[config.mk]
export PLATFORM = sky130hd
export DESIGN_NAME = gpio_ctrl
export DESIGN_NICKNAME = d
export VERILOG_FILES = /design/src/rtl/gpio_ctrl.sv
export SDC_FILE = /design/constraint.sdc
export NUM_CORES = 1
export LEC_CHECK = 0
export BUFFER_PORTS_ARGS = -buffer_cell sky130_fd_sc_hd__buf_2
export CAP_MARGIN = 15
export CORE_UTILIZATION = 45
export DETAILED_ROUTE_END_ITERATION = 8
export PLACE_DENSITY_LB_ADDON = 0.08
export SKIP_CTS_REPAIR_TIMING = 1
export SKIP_LAST_GASP = 1
export SLEW_MARGIN = 5
export SYNTH_ARGS = -nofsm -noshare
export SYNTH_HDL_FRONTEND = slang
export SYNTH_SLANG_ARGS = --single-unit
[constraint.sdc]
create_clock -name clk -period 4.5 [get_ports clk]
set_input_delay 0.45 -clock clk [delete_from_list [all_inputs] [get_ports clk]]
set_output_delay 0.45 -clock clk [all_outputs]
set_load 0.02 [all_outputs]
[src/rtl/gpio_ctrl.sv]
// Register-mapped controller for a bank of tristate GPIO pins.
// Holds output/direction state, synchronises inputs and flags enabled rising edges.
module gpio_ctrl #(
    parameter int NUM_GPIO    = 8,
    parameter int SYNC_STAGES = 2
) (
    input  logic                clk,
    input  logic                rst,
    input  logic                stb,
    input  logic                we,
    input  logic [1:0]          addr,
    input  logic [31:0]         data_in,
    output logic [31:0]         data_out,
    output logic                ack,
    output logic [NUM_GPIO-1:0] io_out,
    input  logic [NUM_GPIO-1:0] io_in,
    output logic [NUM_GPIO-1:0] io_t,
    output logic                irq
);

    localparam logic [1:0] ADDR_DATA = 2'd0;
    localparam logic [1:0] ADDR_DIR  = 2'd1;
    localparam logic [1:0] ADDR_IEN  = 2'd2;
    localparam logic [1:0] ADDR_PEND = 2'd3;

    logic [NUM_GPIO-1:0] dout_q, dout_d;
    logic [NUM_GPIO-1:0] dir_q, dir_d;
    logic [NUM_GPIO-1:0] ien_q, ien_d;
    logic [NUM_GPIO-1:0] pend_q, pend_d;
    logic [NUM_GPIO-1:0] prev_q, prev_d;
    logic [NUM_GPIO-1:0] sync_q [SYNC_STAGES];
    logic [NUM_GPIO-1:0] sync_d [SYNC_STAGES];
    logic                ack_q, ack_d;
    logic                irq_q, irq_d;
    logic [31:0]         data_out_q, data_out_d;

    logic                wr;
    logic [NUM_GPIO-1:0] wdata;
    logic [NUM_GPIO-1:0] sync;
    logic [NUM_GPIO-1:0] rise;
    logic [NUM_GPIO-1:0] clr;
    logic [31:0]         rd_val;
    logic                unused_bus;

    assign wr         = stb & we;
    assign wdata      = data_in[NUM_GPIO-1:0];
    assign unused_bus = ^data_in;
    assign sync       = sync_q[SYNC_STAGES-1];
    assign rise       = sync & ~prev_q;

    always_comb begin
        sync_d[0] = io_in;
        for (int i = 1; i < SYNC_STAGES; i++) begin
            sync_d[i] = sync_q[i-1];
        end
    end

    always_comb begin
        dout_d = dout_q;
        dir_d  = dir_q;
        ien_d  = ien_q;
        clr    = '0;
        if (wr) begin
            case (addr)
                ADDR_DATA: dout_d = wdata;
                ADDR_DIR:  dir_d  = wdata;
                ADDR_IEN:  ien_d  = wdata;
                ADDR_PEND: clr    = wdata;
                default:   ;
            endcase
        end
    end

    // Set is ORed in after the clear so a coincident new edge is never lost.
    always_comb begin
        prev_d = sync;
        pend_d = (pend_q & ~clr) | (rise & ien_q);
        irq_d  = |(pend_q & ien_q);
    end

    always_comb begin
        rd_val = '0;
        case (addr)
            ADDR_DATA: rd_val[NUM_GPIO-1:0] = sync;
            ADDR_DIR:  rd_val[NUM_GPIO-1:0] = dir_q;
            ADDR_IEN:  rd_val[NUM_GPIO-1:0] = ien_q;
            ADDR_PEND: rd_val[NUM_GPIO-1:0] = pend_q;
            default:   rd_val = '0;
        endcase
        ack_d      = stb;
        data_out_d = stb ? rd_val : 32'd0;
    end

    always_ff @(posedge clk or posedge rst) begin
        if (rst) begin
            dout_q     <= '0;
            dir_q      <= '0;
            ien_q      <= '0;
            pend_q     <= '0;
            prev_q     <= '0;
            ack_q      <= 1'b0;
            irq_q      <= 1'b0;
            data_out_q <= 32'd0;
            for (int i = 0; i < SYNC_STAGES; i++) begin
                sync_q[i] <= '0;
            end
        end else begin
            dout_q     <= dout_d;
            dir_q      <= dir_d;
            ien_q      <= ien_d;
            pend_q     <= pend_d;
            prev_q     <= prev_d;
            ack_q      <= ack_d;
            irq_q      <= irq_d;
            data_out_q <= data_out_d;
            for (int i = 0; i < SYNC_STAGES; i++) begin
                sync_q[i] <= sync_d[i];
            end
        end
    end

    assign io_out   = dout_q;
    assign io_t     = ~dir_q;
    assign ack      = ack_q;
    assign data_out = data_out_q;
    assign irq      = irq_q;

endmodule

Yosys cells after proc, flatten, opt, wreduce, memory -nomap -nowiden
Cells that the tools add are included.
{"block": "word_totals", "ff_bits": 66, "out_inout_bits": 50, "mem_count": 0, "elab_cells": 31, "latchBits": 0, "mem_bits_ro": 0, "mem_bits_rw": 0}
{"block": "classes", "n_reduce_logical": 5, "muxes": 4, "eq_ne": 3, "multipliers": 0, "div": 0, "order_cmp": 0, "shifts": 0, "add_sub_neg": 0, "n_bitwise": 9}
{"op": "AND 8 bit", "count": 4}
{"op": "one-hot mux 8 bit (4 select lines)", "count": 1}
{"op": "two-way mux 8 bit", "count": 3}
{"op": "NOT 8 bit", "count": 3}
{"op": "OR 8 bit", "count": 1}
{"op": "OR reduction 8 bit", "count": 1}
{"op": "AND reduction 2 bit", "count": 3}
{"op": "equality test 2 bit (second input constant)", "count": 2}
{"op": "equality test 2 x 1 -> 1 bit (second input constant)", "count": 1}
{"op": "zero test 2 bit", "count": 1}
{"op": "AND 1 bit", "count": 1}

Logic depth before layout (Yosys ltp)
Gate-level depths: netlist (run 1).
{"block": "logic_depth", "word_depth": 6, "mapped_depth": 4}

Worst setup path after synthesis (run 1)
OpenSTA, ideal clock, no wires.
{"block": "synth_path", "path_type": "input to register", "from": "in addr[0]", "to": "reg dout_q[0], in the netlist io_out[0]", "setup_ns": 0.125, "path_buffers": 1, "path_slack_ns": 3.226, "stages": 3, "arrival_ns": 1.148, "path_cell_list": "and4bb_1 -> buf_6 -> mux2_4"}
{"block": "synth_via", "elab_chain_len": 2}
{"item": "start, declared", "line": "11", "text": "input logic [1:0] addr,"}
{"item": "zero test 2 bit", "line": "64", "text": "case (addr)"}
{"item": "AND reduction 2 bit (no line)"}
{"item": "end signal, assigned", "line": "108", "text": "dout_q <= dout_d;"}
{"item": "end, declared", "line": "26", "text": "logic [NUM_GPIO-1:0] dout_q, dout_d;"}
No other way between the ends.
A chain may end at the register's enable or synchronous reset.

Worst setup path in the final report (run 1)
Same ends and word-level chain as after synthesis.

==> impl_metrics.toml, run 1 <==
[run_status]
status = "complete, no violations"

[sta]
skew_ps = 3.76
fmax_mhz = 584
hold_viol_final = 0
relSlewSlack = 0.530
finalCriticalPeriod_ps = 1710
rsz0062_at_grt = "false"
fin_setup_tns_ps = 0
timing.final.ws_setup_ps = 2790
setup_violations = 0
post-route-period-util = 0.380
slew_viol_final = 0
tightestPinTransition_ps = 705

[drt]
dr_total_vias = 1593
drtIter0Drc = 63
post_drt_via_cell_ratio = 4.89
postRouteAntennaNets = 0
routedWlPerCell_um = 14.5
routed_wl_um = 4730
first_pass_iters = 4
remaining_drc_errors = 0

[synth]
ys_seq_elements = 66
yosysWarningCount = 0
ys_types = 21
yosysSeqAreaShare = 0.607
synth_area_per_cell_um2 = 13.9
netlist_instances = 196
syn_area_um2 = 2720

[power]
p_switching_uw = 394
p_clk_frac = 0.338
p_leak_uw = 0.00159
combPwrFrac = 0.174
switching_share = 0.271
powerDensity_nw_per_um2 = 465
vdd_ir_drop_max_mv = 0.232
p_seq_frac = 0.488
power.internal_uw = 1060

[placed_design]
dp_slack_ps = 2420
hpwlAfterDp_um = 3040
port-buffer-count = 47
placed_area_um2 = 2930
gp_congestion = 0.744

[grt]
grt_overflow = 0
antenna_found_initial = 0
grt_pass1_vias = 1581
grt_max_degree = 49
grt_pass1_wl_um = 7940
grt_util_all_layers = 0.173

[layout]
seq_area_um2 = 1650
layout_commonest_cell = "dfrtp_1"
final_nets = 295
final_cell_mix = "dfrtp_1 (66), buf_2 (47), conb_1 (24)"
drive_gt1_frac = 0.346
num_antenna_cells = 0
fillers = 510
area_growth_pct = 14.8
postLayoutCellArea_um2 = 3120
multi_input_area_um2 = 877

[worst_setup_path]
crit_required_ps = 4710
path_cells = "buf_2, and4bb_1, mux2_4"
start_kind = "input port"
rrSetupSlack_ps = 3600
crit_path_top_delay_cell = "and4bb_1"
cp.arrival_ps = 1920
critPathKind = "in2reg"
end_kind = "flip-flop"
cp_max_fo = 20
slowest_delay_ps = 820

[run]
maxCapViolCount = 0

[die]
die_area_um2 = 6360
core-area_um2 = 5680
placementRows = 27
die_width_um = 79.8
ios = 96
start_util = 0.479
fp.dieH_um = 79.8

[clocking]
cts_root_buffer = "clkbuf_8"
clock-sinks = 66
h-tree-depth = 3
clk_latency_ps = 320
cts_buffer_depth = 2
cts_buffers = 9
path_clk_slew_ps = 70
cts_tree = "done"

[worst_hold_path]
hold_path.class = "in2async"
==> cells by family (layout without fill, tap and decap cells) <==
| family | Yosys count | after routing | synth area share |
|---|---|---|---|
| DFF | 66 | 66 | 0.607 |
| AOI/OAI and AO/OA | 20 | 20 | 0.0515 |
| muxes | 40 | 40 | 0.169 |
| and+or+nand+nor | 23 | 23 | 0.0685 |
| other | 1 | 24 | 0.00138 |
| buffers and inverters | 46 | 81 | 0.103 |
==> layout make-up <==
type / instances / area share
sequential: 66 / 0.529
multi-input combinational: 107 / 0.281
timing repair buffer: 48 / 0.0777
clock buffer: 14 / 0.0521
tap: 72 / 0.0288
inverter: 17 / 0.0204
clock inverter: 2 / 0.0112
==> metal layers <==
layer	share of wire	track usage	up-vias	wire [um]
met5	0	0	-	0
met4	0.017	0.0857	0	82
met2	0.47	0.259	63	2230
met1	0.46	0.235	785	2160
li1	-	-	736	-
met3	0.053	0.0423	9	251
==> power by group through the flow <==
stage	logic, uW	clock network [uW]	registers [uW]
6_report	253	492	709
3_3_place_gp	253	0	719
2_1_floorplan	168	0	741
4_1_cts	257	506	710
3_5_place_dp	256	0	720
5_1_grt	277	534	720
==> state kept, by name, summed over array words and instances (netlist names) <==
signal    cells
pend_q        8
ien_q         8
irq           1
dir_q         8
sync_d        8
io_out        8
prev_d        8
ack           1
prev_q        8
data_out      8
==> per-stage QoR <==
stage          utilization  instances  hold slack (ps)  power, uW
2_1_floorplan            -        219              331        910
3_3_place_gp         0.515        310              333        972
3_5_place_dp         0.515        310              335        976
4_1_cts              0.550        326              104       1470
5_1_grt              0.550        326              117       1530
6_report             0.550        326             98.8       1450
==> worst paths after layout <==
| kind | start | end | cells after the start |
|---|---|---|---|
| worst max-delay path | addr[0] | io_out[0] | 3 |
| worst min-delay path | rst | prev_d[6] | 2 |
| worst max register to register | ien_q[6] | irq | 2 |
| worst min register to register | sync_d[6] | prev_d[6] | 0 |
| max in group asynchronous | rst | io_out[0] | 3 |
| min in group clk | io_in[7] | sync_d[7] | 1 |
==> synth_stat cells (all sizes together) <==
cell type  number  share of area
conb            1         0.0014
mux2           24           0.11
nand3b          8          0.022
nand2           1         0.0014
nand4           1         0.0023
o22ai           8          0.018
nand2b          9          0.021
o211ai          8          0.022
mux2i          16          0.059
inv            17          0.023
nand4b          2          0.014
and4            1         0.0032
dfrtp          66           0.61
a22oi           4          0.011
and4bb          1         0.0046
buf            29          0.079
==> worst max-delay path, delay by kind of cell <==
kind | cells | cell delay [ps]
simple gates | 1 | 820
mux | 1 | 350
buf+inv | 1 | 280
Power figures use the tool's default switching activity.
==> run 2, diff against run 1 <==
- CORE_UTILIZATION: 45 -> 44
- clock period: 4.5 -> 1.39 ns (I/O delays scaled with it)
==> impl_metrics.toml, run 2 (synthesis results as in run 1) <==
[worst_setup_path]
end_kind = "output port"
cp.arrival_ps = 950
start_kind = "flip-flop"
slowest_delay_ps = 390
reg2reg_depth = 2
crit_path_top_delay_cell = "dfrtp_1"
reg2reg_to = "irq"
rrSetupSlack_ps = 490
crit_required_ps = 1250
cp_max_fo = 3
r2r-start = "pend_q[5]"
path_cells = "inv_1, buf_2"
critPathKind = "reg2out"

[layout]
area_growth_pct = 21.5
num_antenna_cells = 0
drive_gt1_frac = 0.361
fillers = 531
layout_commonest_cell = "dfrtp_1"
layout.cells.non_filler = 344
final_nets = 310
final_cell_mix = "dfrtp_1 (66), buf_2 (47), conb_1 (24)"
seq_area_um2 = 1650
multi_input_area_um2 = 877

[placed_design]
dp_slack_ps = 206
gp_congestion = 0.692
hpwlAfterDp_um = 3150
dp.cells = 319
port-buffer-count = 47

[worst_hold_path]
min_from = "stb"
hold_path.class = "in2reg"
hold_depth = 1
min_to = "ack"

[sta]
slew_viol_final = 0
post-route-period-util = 0.781
timing.hold.ws_ps = 19.1
fmax_mhz = 922
finalCriticalPeriod_ps = 1080
timing.final.ws_setup_ps = 305
setup_violations = 0
skew_ps = 6.79
rsz0062_at_grt = "false"
fin_setup_tns_ps = 0
hold_viol_final = 0

[power]
powerDensity_nw_per_um2 = 1490
p_leak_uw = 0.00166
p_clk_frac = 0.363
p_switching_uw = 1350
switching_share = 0.273
combPwrFrac = 0.172
power.internal_uw = 3590
vdd_ir_drop_max_mv = 0.928
p_seq_frac = 0.465

[run_status]
status = "complete, no violations"

[drt]
dr_total_vias = 1639
routedWlPerCell_um = 14.1
first_pass_iters = 4
drtIter0Drc = 59
remaining_drc_errors = 0
routed_wl_um = 4840
postRouteAntennaNets = 0
post_drt_via_cell_ratio = 4.76

[grt]
grt_pass1_vias = 1498
grt_max_degree = 67
grt_overflow = 0
antenna_found_initial = 0
grt_util_all_layers = 0.171
grt_pass1_wl_um = 7820

[die]
die_area_um2 = 6500
core-area_um2 = 5960
fp.dieH_um = 80.6
die_width_um = 80.6
ios = 96
placementRows = 28
start_util = 0.457

[clocking]
h-tree-depth = 3
clock-sinks = 66
cts_root_buffer = "clkbuf_8"
path_clk_slew_ps = 70
cts_buffers = 9
cts_tree = "done"
clk_latency_ps = 340
cts_buffer_depth = 2

[run]
maxCapViolCount = 0
-- run 2: cell types whose count changed in the layout (fill, tap and decap cells not counted) --
cell and delta:
inv_2 -1, clkbuf_1 -3, buf_4 +5, clkbuf_8 -1
inv_6 +1, buf_12 +1, clkinvlp_4 +3, dlygate4sd3_1 +9
bufinv_16 +1
-- run 2: layout make-up --
class                           count  share of cell area
Clock buffer                       10              0.0416
Timing Repair Buffer               63               0.118
Clock inverter                      6              0.0269
Tap cell                           75              0.0284
Sequential cell                    66               0.499
Multi-Input combinational cell    107               0.265
Inverter                           17              0.0204
-- run 2: worst max path at each step --
stage | depth (start not counted) | start | to
2_1_floorplan | 3 | addr[0] | io_out[0]
3_3_place_gp | 4 | addr[1] | io_out[4]
3_5_place_dp | 5 | addr[0] | data_out[2]
4_1_cts | 2 | dir_q[3] | io_t[3]
5_1_grt | 2 | dir_q[0] | io_t[0]
6_report | 2 | dir_q[2] | io_t[2]
-- run 2: power by group through the flow --
stage                     clock network (uW)  registers, uW  logic, uW
after global placement                     0           2330        831
after CTS                               1840           2300        845
after global routing                    1930           2330        936
after detailed placement                   0           2330        844
after floorplan                            0           2400        545
final                                   1790           2290        850
-- run 2: worst max-delay path, delay by kind of cell (launching register included) --
family | cells | cell delay [ps]
buf+inv | 2 | 210
flops | 1 | 390
-- run 2: metrics by stage --
stage          utilization  power [uW]  instance area [um2]
3_3_place_gp         0.502        3160                 2990
5_1_grt              0.555        5200                 3310
2_1_floorplan            -        2950                 2810
3_5_place_dp         0.502        3180                 2990
4_1_cts              0.540        4990                 3220
6_report             0.555        4940                 3310
-- run 2: layer usage --
layer	track usage	up-vias	wire length [um]
met4	0.0536	0	53
li1	-	761	-
met1	0.206	809	2200
met5	0	-	0
met3	0.0727	5	226
met2	0.277	64	2360
